--- config.mk ---
export PLATFORM = sky130hd
export DESIGN_NAME = if_fetch_unit
export DESIGN_NICKNAME = d
export VERILOG_FILES = /design/src/rtl/if_fetch_unit.sv
export SDC_FILE = /design/constraint.sdc
export NUM_CORES = 1
export LEC_CHECK = 0
export ABC_AREA = 1
export CAP_MARGIN = 20
export CORE_MARGIN = 8
export CORE_UTILIZATION = 37
export DETAILED_ROUTE_END_ITERATION = 10
export GPL_ROUTABILITY_DRIVEN = 0
export PLACE_DENSITY = 0.87
export REMOVE_ABC_BUFFERS = 1
export SKIP_CTS_REPAIR_TIMING = 1
export SYNTH_ARGS = -nofsm -noshare
export SYNTH_HDL_FRONTEND = slang
export SYNTH_SLANG_ARGS = --single-unit
export TNS_END_PERCENT = 30
--- constraint.sdc ---
create_clock -name clk -period 2.9 [get_ports clk]
set_clock_uncertainty 0.1 [all_clocks]
set_input_delay 0.29 -clock clk [delete_from_list [all_inputs] [get_ports clk]]
set_output_delay 0.29 -clock clk [all_outputs]
set_load 0.02 [all_outputs]
--- src/rtl/if_fetch_unit.sv ---
// if_fetch_unit: instruction-fetch stage of a 5-stage LoongArch pipeline.
//
// Keeps the PC and picks the next PC from the sequential path or a branch
// redirect. Drives the synchronous instruction SRAM (one-cycle read latency).
// Buffers the returned word while decode is stalled. Hands {pc, inst} to
// decode over a valid/allow-in handshake.
//
// Ports:
//   clk, reset        clock; synchronous active-high reset
//   ID_Allow_in       decode can accept this cycle
//   br_bus[33:0]      {br_taken, br_target[31:0], stall}; stall is unused here
//   IF_to_ID_Valid    IF holds a valid, non-squashed instruction
//   IF_to_ID_Bus      {pc[31:0], inst[31:0]}
//   inst_sram_*       instruction SRAM request/response; addr == nextpc
//   IF_Adef           (IF_ADEF_CHECK_EN only) misaligned-PC fetch fault
//
// Optional feature macro: IF_ADEF_CHECK_EN. When it is defined, misaligned
// fetch PCs are flagged on IF_Adef, their SRAM read is suppressed, and NOP_INST
// is delivered in place of the instruction.

module if_fetch_unit #(
   parameter logic [31:0] RESET_PC = 32'h1bff_fffc,
   parameter logic [31:0] NOP_INST = 32'h0340_0000
) (
   input  logic        clk,
   input  logic        reset,
   input  logic        ID_Allow_in,
   input  logic [33:0] br_bus,
   output logic        IF_to_ID_Valid,
   output logic [63:0] IF_to_ID_Bus,
   output logic        inst_sram_en,
   output logic [3:0]  inst_sram_we,
   output logic [31:0] inst_sram_addr,
   output logic [31:0] inst_sram_wdata,
   input  logic [31:0] inst_sram_rdata
`ifdef IF_ADEF_CHECK_EN
   ,
   output logic        IF_Adef
`endif
);

   logic        br_taken;
   logic [31:0] br_target;
   logic        unused_stall;

   logic [31:0] pc_q;
   logic        if_valid_q;
   logic [31:0] ibuf_q;
   logic        ibuf_valid_q;

   logic        preif_valid;
   logic [31:0] seq_pc;
   logic [31:0] nextpc;
   logic        if_allow_in;
   logic        ibuf_capture;
   logic        ibuf_clear;
   logic [31:0] inst;

   assign br_taken     = br_bus[33];
   assign br_target    = br_bus[32:1];
   assign unused_stall = br_bus[0];

   // Pre-IF: next fetch address.
   assign preif_valid = ~reset;
   assign seq_pc      = pc_q + 32'd4;
   assign nextpc      = br_taken ? br_target : seq_pc;

   // A redirect forces allow-in so the target fetch is never lost.
   assign if_allow_in = ~if_valid_q | br_taken | ID_Allow_in;

`ifdef IF_ADEF_CHECK_EN
   assign inst_sram_en = preif_valid & if_allow_in & (nextpc[1:0] == 2'b00);
`else
   assign inst_sram_en = preif_valid & if_allow_in;
`endif

   assign inst_sram_we    = 4'h0;
   assign inst_sram_addr  = nextpc;
   assign inst_sram_wdata = 32'h0;

   // The instruction sitting in IF during a redirect is wrong-path.
   assign IF_to_ID_Valid = if_valid_q & ~br_taken;

   always_ff @(posedge clk) begin
      if (reset) begin
         pc_q       <= RESET_PC;
         if_valid_q <= 1'b0;
      end else if (if_allow_in) begin
         pc_q       <= nextpc;
         if_valid_q <= preif_valid;
      end
   end

   // SRAM data is only valid the cycle after the request; hold it once decode
   // stalls, because the SRAM output is not retained while en is low.
   assign ibuf_capture = if_valid_q & ~ID_Allow_in & ~ibuf_valid_q & ~br_taken;
   assign ibuf_clear   = reset | br_taken | (IF_to_ID_Valid & ID_Allow_in);

   always_ff @(posedge clk) begin
      if (ibuf_clear) begin
         ibuf_valid_q <= 1'b0;
      end else if (ibuf_capture) begin
         ibuf_valid_q <= 1'b1;
      end
      if (ibuf_capture) begin
         ibuf_q <= inst_sram_rdata;
      end
   end

`ifdef IF_ADEF_CHECK_EN
   assign IF_Adef = if_valid_q & (pc_q[1:0] != 2'b00);
   assign inst    = IF_Adef ? NOP_INST : (ibuf_valid_q ? ibuf_q : inst_sram_rdata);
`else
   localparam logic [31:0] unused_nop_inst = NOP_INST;
   assign inst = ibuf_valid_q ? ibuf_q : inst_sram_rdata;
`endif

   assign IF_to_ID_Bus = {pc_q, inst};

endmodule

==> results.toml, run 1 <==
[yosys]
yosysTopAreaCellShare = 0.231
yosysWarnings = 0
syn_area_per_cell_sq_um = 6.95
yosysUniqueCellTypes = 35
syn_area_sq_um = 4160
netlist_top_cells_area = "edfxtp_1 (23%), nand2_1 (21%), dfxtp_1 (16%), buf_4 (6.9%), nand3_1 (4.3%)"
ys_seq_area_frac = 0.395
yosysTopAreaCell = "edfxtp_1"
synthCells = 599
yosys_register_bits = 66

[flow_run]
drv_cap = 0

[route]
vias = 4339
first_pass_iters = 5
vias_per_cell = 4.79
avgRoutedWirePerCell_microns = 15.5
wl_mm = 14.0
antenna_left = 0
drt-initial-drc-count = 406
remaining_drc_errors = 0

[clocking]
cts_tree = "done"
clock-root-buffer = "clkbuf_8"
cts_sinks = 66
path_clk_slew_ns = 0.09
clock_path_buffers = 2
htreeDepth = 3
clkLatencyLatePin_ns = 0.36
cts_buffers = 9

[grt]
grt_pass1_wl_mm = 21.8
grt_use_met2 = 0.311
busiest_layer = "met2"
grtUsageMet1 = 0.216
overflow = 0
grt_use_total = 0.184
antenna_found_initial = 0
gr-usage-met3 = 0.0671
grt_pass1_vias = 4186
grt_max_degree = 39

[timing]
period_needed_ns = 2.80
setup_violations = 0
setup_ws_ns = 0.102
slew_violations = 0
holdWs_ns = 0.423
rsz0062_at_grt = "true"
clock.fmax_mhz = 357
hold_viol_final = 0
post-route-period-util = 0.965

[floorplan]
start_util = 0.382
fp.dieH_microns = 122
core_sq_um = 10900
die_x_microns = 122
dieArea_sq_um = 14900
io_pins = 203
rows = 38

[finish]
final_nets = 830
syn_to_final_growth_pct = 45.6
nFillCells = 1032
drive_gt1_frac = 0.0837
postLayoutCellArea_sq_um = 6060
num_antenna_cells = 0

[placement]
hpwl_mm = 10.7
pre_cts_ws_ns = 0.274
portBuffers = 165
place_area_sq_um = 5830

[worst_hold_path]
hold_class = "flop to flop"

[worst_setup_path]
crit_arrival_ns = 2.41
end_kind = "output pin"
critPathRequiredTime_ns = 2.51
startpoint_type = "flop"
cp_max_fo = 5
critPathKind = "flop to output pin"

[power_and_ir_drop]
peakVddDrop_mv = 0.227
power_leakage_uw = 0.00279
power.density_nw_per_um2 = 459

[status]
status = "finished clean"
-- critical path, stage by stage, from the launching register on --
cell and delay, ns:
dfxtp_1 0.43, nand2_1 0.18, nor2_2 0.24, nand2_1 0.13, nor2_1 0.15, nand3b_1 0.09
nand3_1 0.11, and2_1 0.13, clkdlybuf4s50_1 0.59
-- worst paths after layout --
kind           start                 end  slack [ns]  cells after the start
min reg2reg  pc_q[3]             pc_q[3]        0.42                      2
max reg2reg  pc_q[2]            pc_q[18]        1.11                      8
min          pc_q[3]             pc_q[3]        0.42                      2
max          pc_q[9]  inst_sram_addr[21]        0.10                      8
-- per-stage QoR --
stage	setup TNS [ns]	power, uW	std cells	util
after floorplan	-34.89	1610	575	-
after global placement	0	2040	889	0.535
after detailed placement	0	2050	889	0.535
after CTS	-0.664	2800	905	0.552
after global routing	-0.149	2940	905	0.556
final	0	2780	905	0.556
-- state kept, by name, indices dropped and copies added, names as in the netlist --
register,count
ibuf_q,32
ibuf_valid_q,1
if_valid_q,1
pc_q,32
-- power by group --
part | internal (uW) | total (uW) | switching (uW)
Clock | 325 | 743 | 419
Combinational | 401 | 946 | 545
Sequential | 1030 | 1090 | 61.9
Total | 1760 | 2780 | 1030
-- synthesized netlist by cell type, drive strengths merged --
cell type  count
a211oi         1
nand2        241
a21boi         2
nand3         36
clkinv         1
edfxtp        32
clkbuf        14
nor3           1
nor2          55
nand4          3
xor2           3
nand3b         6
buf           45
or2           12
ha             1
inv           39
o21a           6
a21oi         29
dfxtp         34
o211ai         8
xnor2          2
a31oi          2
o21ai         20
conb           1
and2           5
-- kinds of logic (layout without fill, tap and decap cells) --
group           after synthesis  after routing  synth area share
fa+ha+maj                     1              1           0.00301
xor+xnor                      5              5            0.0105
simple gates                359            359             0.369
compound gates               68             68            0.0959
flops                        66             66             0.395
buf+inv                      99            230             0.126
other cells                   1             36          0.000901
-- routing by layer --
metal  share of wire  vias to the layer above
met4           0.016                        0
met2            0.46                      191
met5               0                        -
li1                -                     2182
met3            0.10                       20
met1            0.42                     1946
-- area by class of cell --
cell class              instances  area, sq um  area share
well taps                     140          175      0.0289
multi-input cells             469         2140       0.354
clock buffers                   9          124      0.0204
flip-flops and latches         66         1650       0.272
clock inverters                 7         60.1     0.00991
inverters                      40          150      0.0248
repair buffers                174         1760       0.290
-- placed cells by master (no fill, tap or decap), drive strengths merged, types with 2 or more instances in the layout --
cell,n
xor2,3
conb,36
buf,9
inv,43
o21a,6
nand2,241
dfxtp,34
o211ai,8
a21boi,2
edfxtp,32
nand3b,6
or2,12
clkinvlp,3
nand3,36
nor2,55
a21oi,29
a31oi,2
dlymetal6s2s,10
clkbuf,9
and2,5
xnor2,2
nand4,3
o21ai,20
clkdlybuf4s50,155
(Power assumes the default switching activity.)
==> run 2, diff against run 1 <==
--- a/config.mk
+++ b/config.mk
@@ -11,6 +11,7 @@
 export CORE_UTILIZATION = 37
 export DETAILED_ROUTE_END_ITERATION = 10
 export GPL_ROUTABILITY_DRIVEN = 0
+export MAX_ROUTING_LAYER = met4
 export PLACE_DENSITY = 0.87
 export REMOVE_ABC_BUFFERS = 1
 export SKIP_CTS_REPAIR_TIMING = 1
==> constraint.sdc (replaced) <==
create_clock -name clk -period 2.3 [get_ports clk]
set_clock_uncertainty 0.1 [all_clocks]
set_input_delay 0.23 -clock clk [delete_from_list [all_inputs] [get_ports clk]]
set_output_delay 0.23 -clock clk [all_outputs]
set_load 0.02 [all_outputs]
==> results.toml, run 2 (synthesis gave the netlist of run 1 again) <==
[power_and_ir_drop]
power.density_nw_per_um2 = 577
power_leakage_uw = 0.00307
peakVddDrop_mv = 0.307

[floorplan]
io_pins = 203
die_x_microns = 122
start_util = 0.382
dieArea_sq_um = 14900
core_sq_um = 10900
fp.dieH_microns = 122
rows = 38

[clocking]
path_clk_slew_ns = 0.08
cts_buffers = 9
clock-root-buffer = "clkbuf_8"
htreeDepth = 3
clock_path_buffers = 2
clkLatencyLatePin_ns = 0.35
cts_tree = "done"
cts_sinks = 66

[route]
drt-initial-drc-count = 402
avgRoutedWirePerCell_microns = 15.3
remaining_drc_errors = 0
antenna_left = 0
wl_mm = 14.5
vias_per_cell = 4.75
first_pass_iters = 5
vias = 4475

[worst_setup_path]
critPathRequiredTime_ns = 1.97
end_kind = "output pin"
critPathKind = "flop to output pin"
startpoint_type = "flop"
crit_arrival_ns = 1.90
rrSetupSlack_ns = 0.55
cp_max_fo = 5

[worst_hold_path]
hold_class = "input port to flop"

[timing]
setup_violations = 0
rsz0062_at_grt = "true"
hold_viol_final = 0
clock.fmax_mhz = 449
holdWs_ns = 0.363
setup_ws_ns = 0.0749
post-route-period-util = 0.967
period_needed_ns = 2.23
slew_violations = 0

[flow_run]
drv_cap = 0

[finish]
top_regs = "ibuf_q x32, pc_q x32"
final_cell_mix = "nand2_1 (232), clkdlybuf4s50_1 (134), buf_4 (48)"
final_nets = 868
nFillCells = 961
regArea_sq_um = 1660
syn_to_final_growth_pct = 54.4
layout_commonest_cell = "nand2_1"
drive_gt1_frac = 0.179
num_antenna_cells = 0
multi_input_comb_area_sq_um = 2230

[grt]
overflow = 0
grt_max_degree = 35
antenna_found_initial = 0
grt_use_total = 0.193
grt_pass1_wl_mm = 22.2
grt_pass1_vias = 4405

[placement]
portBuffers = 165
hpwl_mm = 11.2
pre_cts_ws_ns = -0.0426

[status]
status = "finished clean"
run 2: cell types whose count changed in the layout (fill, tap and decap cells not counted), sizes merged:
cell,change
clkinv,+4
bufinv,+1
buf,+43
clkinvlp,-2
clkdlybuf4s50,-21
clkbuf,+9
dlymetal6s2s,+7
inv,-3
run 2: power breakdown:
part	internal, uW	total [uW]	switching, uW
Sequential	1300	1370	62.8
Combinational	581	1330	753
Clock	507	1010	498
run 2: final cells by class:
class                      count  share of cell area
inverter                      40              0.0234
clock buffer                   9              0.0193
clock inverter                 7              0.0121
tap                          140              0.0273
sequential                    66               0.258
timing repair buffer         212               0.313
multi-input combinational    469               0.347
run 2: worst paths after layout:
kind,from,to,cells past startpoint
hold / removal,inst_sram_rdata[12],ibuf_q[12],1
setup reg to reg,pc_q[3],pc_q[18],11
setup / recovery,pc_q[3],inst_sram_addr[18],10
hold reg to reg,pc_q[23],pc_q[23],2
run 2: metal layers:
metal	GRT usage	share of wire
met1	0.219	0.42
met2	0.324	0.47
met5	-	0
met3	0.0467	0.090
met4	0.0686	0.021
run 2: critical path: stages, from the launching register on:
cell,delay (ns)
dfxtp_2,0.36
ha_4,0.18
nand2_2,0.09
nor2_4,0.15
buf_4,0.14
nand2_4,0.06
o21ai_1,0.13
nand3_1,0.10
o21ai_0,0.11
inv_1,0.06
buf_4,0.16
run 2: stage by stage:
stage	total power, uW	utilization	std cells	setup TNS (ns)	area, sq um
detailed placement	2680	0.560	923	-0.227	6090
CTS	3690	0.578	939	-9.31	6290
global placement	2660	0.560	923	-0.00529	6090
global route	3900	0.590	943	-0.176	6420
floorplan	2030	-	575	-54.32	3920
finish	3710	0.590	943	0	6420
==> run 3, diff against run 2 <==
==> constraint.sdc (replaced) <==
create_clock -name clk -period 2.3 [get_ports clk]
set_clock_uncertainty 0.1 [all_clocks]
set_input_delay 0.23 -clock clk [delete_from_list [all_inputs] [get_ports clk]]
set_output_delay 0.23 -clock clk [all_outputs]
set_load 0.1 [all_outputs]
==> results.toml, run 3 (synthesis gave the netlist of run 1 again) <==
[clocking]
clkLatencyLatePin_ns = 0.35
cts_buffers = 9
clock_path_buffers = 2
htreeDepth = 3
path_clk_slew_ns = 0.09
cts_tree = "done"
clock-root-buffer = "clkbuf_8"
cts_sinks = 66

[finish]
top_regs = "ibuf_q x32, pc_q x32"
final_nets = 843
syn_to_final_growth_pct = 66.6
drive_gt1_frac = 0.288
multi_input_comb_area_sq_um = 2300
fin_cells = 918
num_antenna_cells = 0
final_cell_mix = "nand2_1 (232), buf_12 (68), clkdlybuf4s50_1 (67)"
regArea_sq_um = 1690
nFillCells = 877
layout_commonest_cell = "nand2_1"

[placement]
hpwl_mm = 11.2
portBuffers = 165
placed_cells = 894

[route]
vias = 4512
antenna_left = 0
avgRoutedWirePerCell_microns = 16.2
wl_mm = 14.9
first_pass_iters = 5
drt-initial-drc-count = 336
remaining_drc_errors = 0
vias_per_cell = 4.92

[timing]
clock.fmax_mhz = 426
hold_viol_final = 0
post-route-period-util = 1.02
rsz0062_at_grt = "true"
slew_violations = 0
setup_ws_ns = -0.0468
holdWs_ns = 0.361
period_needed_ns = 2.35
setup_violations = 1

[grt]
grt_pass1_vias = 4355
grt_pass1_wl_mm = 22.2
grt_max_degree = 40
antenna_found_initial = 0
overflow = 0
grt_use_total = 0.192

[worst_setup_path]
worstSetupStartpoint = "pc_q[2]"
crit_arrival_ns = 2.02
cp-endpoint = "inst_sram_addr[20]"
crit_chain = "ha_4 -> nand2_4 -> nor2_4 -> nand3_4 -> nor2_2 -> nand4_1 -> a21boi_1 -> buf_4 -> buf_12"
crit_family = "simple AND/OR/NAND/NOR gates"
r2r_end = "pc_q[9]"
r2r-start = "pc_q[3]"
critical_path_buf_inv_count = 2
cp_max_fo = 5
end_kind = "output pin"
critPathRequiredTime_ns = 1.97
crit_cells = 9
startpoint_type = "flop"
r2r.worst_path.cells = 10
crit_path_top_delay_cell = "dfxtp_4"
critPathKind = "flop to output pin"
slowest_delay_ns = 0.38
rrSetupSlack_ns = 0.52

[floorplan]
core_sq_um = 10900
io_pins = 203
die_x_microns = 122
dieArea_sq_um = 14900
fp.dieH_microns = 122
rows = 38
start_util = 0.382

[flow_run]
drv_cap = 0

[status]
violations = "negative setup slack"
status = "finished with violations"

[worst_hold_path]
hold_class = "input port to flop"

[power_and_ir_drop]
power_leakage_uw = 0.00320
power.density_nw_per_um2 = 718
peakVddDrop_mv = 0.374
run 3: how the worst min path moves through the flow:
| stage | start | endpoint | slack (ns) | depth (start not counted) |
|---|---|---|---|---|
| 5_1_grt | inst_sram_rdata[15] | ibuf_q[15] | 0.36 | 1 |
| 4_1_cts | inst_sram_rdata[12] | ibuf_q[12] | 0.35 | 1 |
| 6_report | inst_sram_rdata[12] | ibuf_q[12] | 0.36 | 1 |
| 3_3_place_gp | ibuf_valid_q | ibuf_valid_q | 0.42 | 2 |
| 3_5_place_dp | ibuf_valid_q | ibuf_valid_q | 0.42 | 2 |
| 2_1_floorplan | reset | pc_q[0] | 0.20 | 1 |
run 3: cell type report:
class                           count  share of cell area
Multi-Input combinational cell    469               0.332
Clock buffer                        9              0.0179
Timing Repair Buffer              187               0.351
Clock inverter                      7             0.00867
Tap cell                          140              0.0253
Sequential cell                    66               0.244
Inverter                           40              0.0217
run 3: metrics by stage:
step / power (uW) / setup TNS [ns] / worst slack (ns) / area [sq um] / utilization
2_1_floorplan: 3110 / -93.38 / -2.21 / 3920 / -
3_3_place_gp: 3910 / 0 / 0.137 / 6460 / 0.593
3_5_place_dp: 3930 / 0 / 0.107 / 6460 / 0.593
4_1_cts: 4880 / -2.19 / -0.311 / 6640 / 0.610
5_1_grt: 5150 / -0.964 / -0.137 / 6930 / 0.637
6_report: 4970 / -0.0468 / -0.0468 / 6930 / 0.637
run 3: power by group:
part | switching, uW | total (uW) | internal, uW
registers | 84.7 | 1390 | 1300
logic | 1880 | 2640 | 756
clock network | 540 | 950 | 410
total | 2500 | 4970 | 2470
run 3: routing by layer:
| metal | vias to the layer above | track usage | share of wire |
|---|---|---|---|
| li1 | 2200 | - | - |
| met2 | 215 | 0.321 | 0.48 |
| met5 | - | - | 0 |
| met4 | 0 | 0.0409 | 0.017 |
| met1 | 2071 | 0.222 | 0.40 |
| met3 | 26 | 0.0602 | 0.10 |
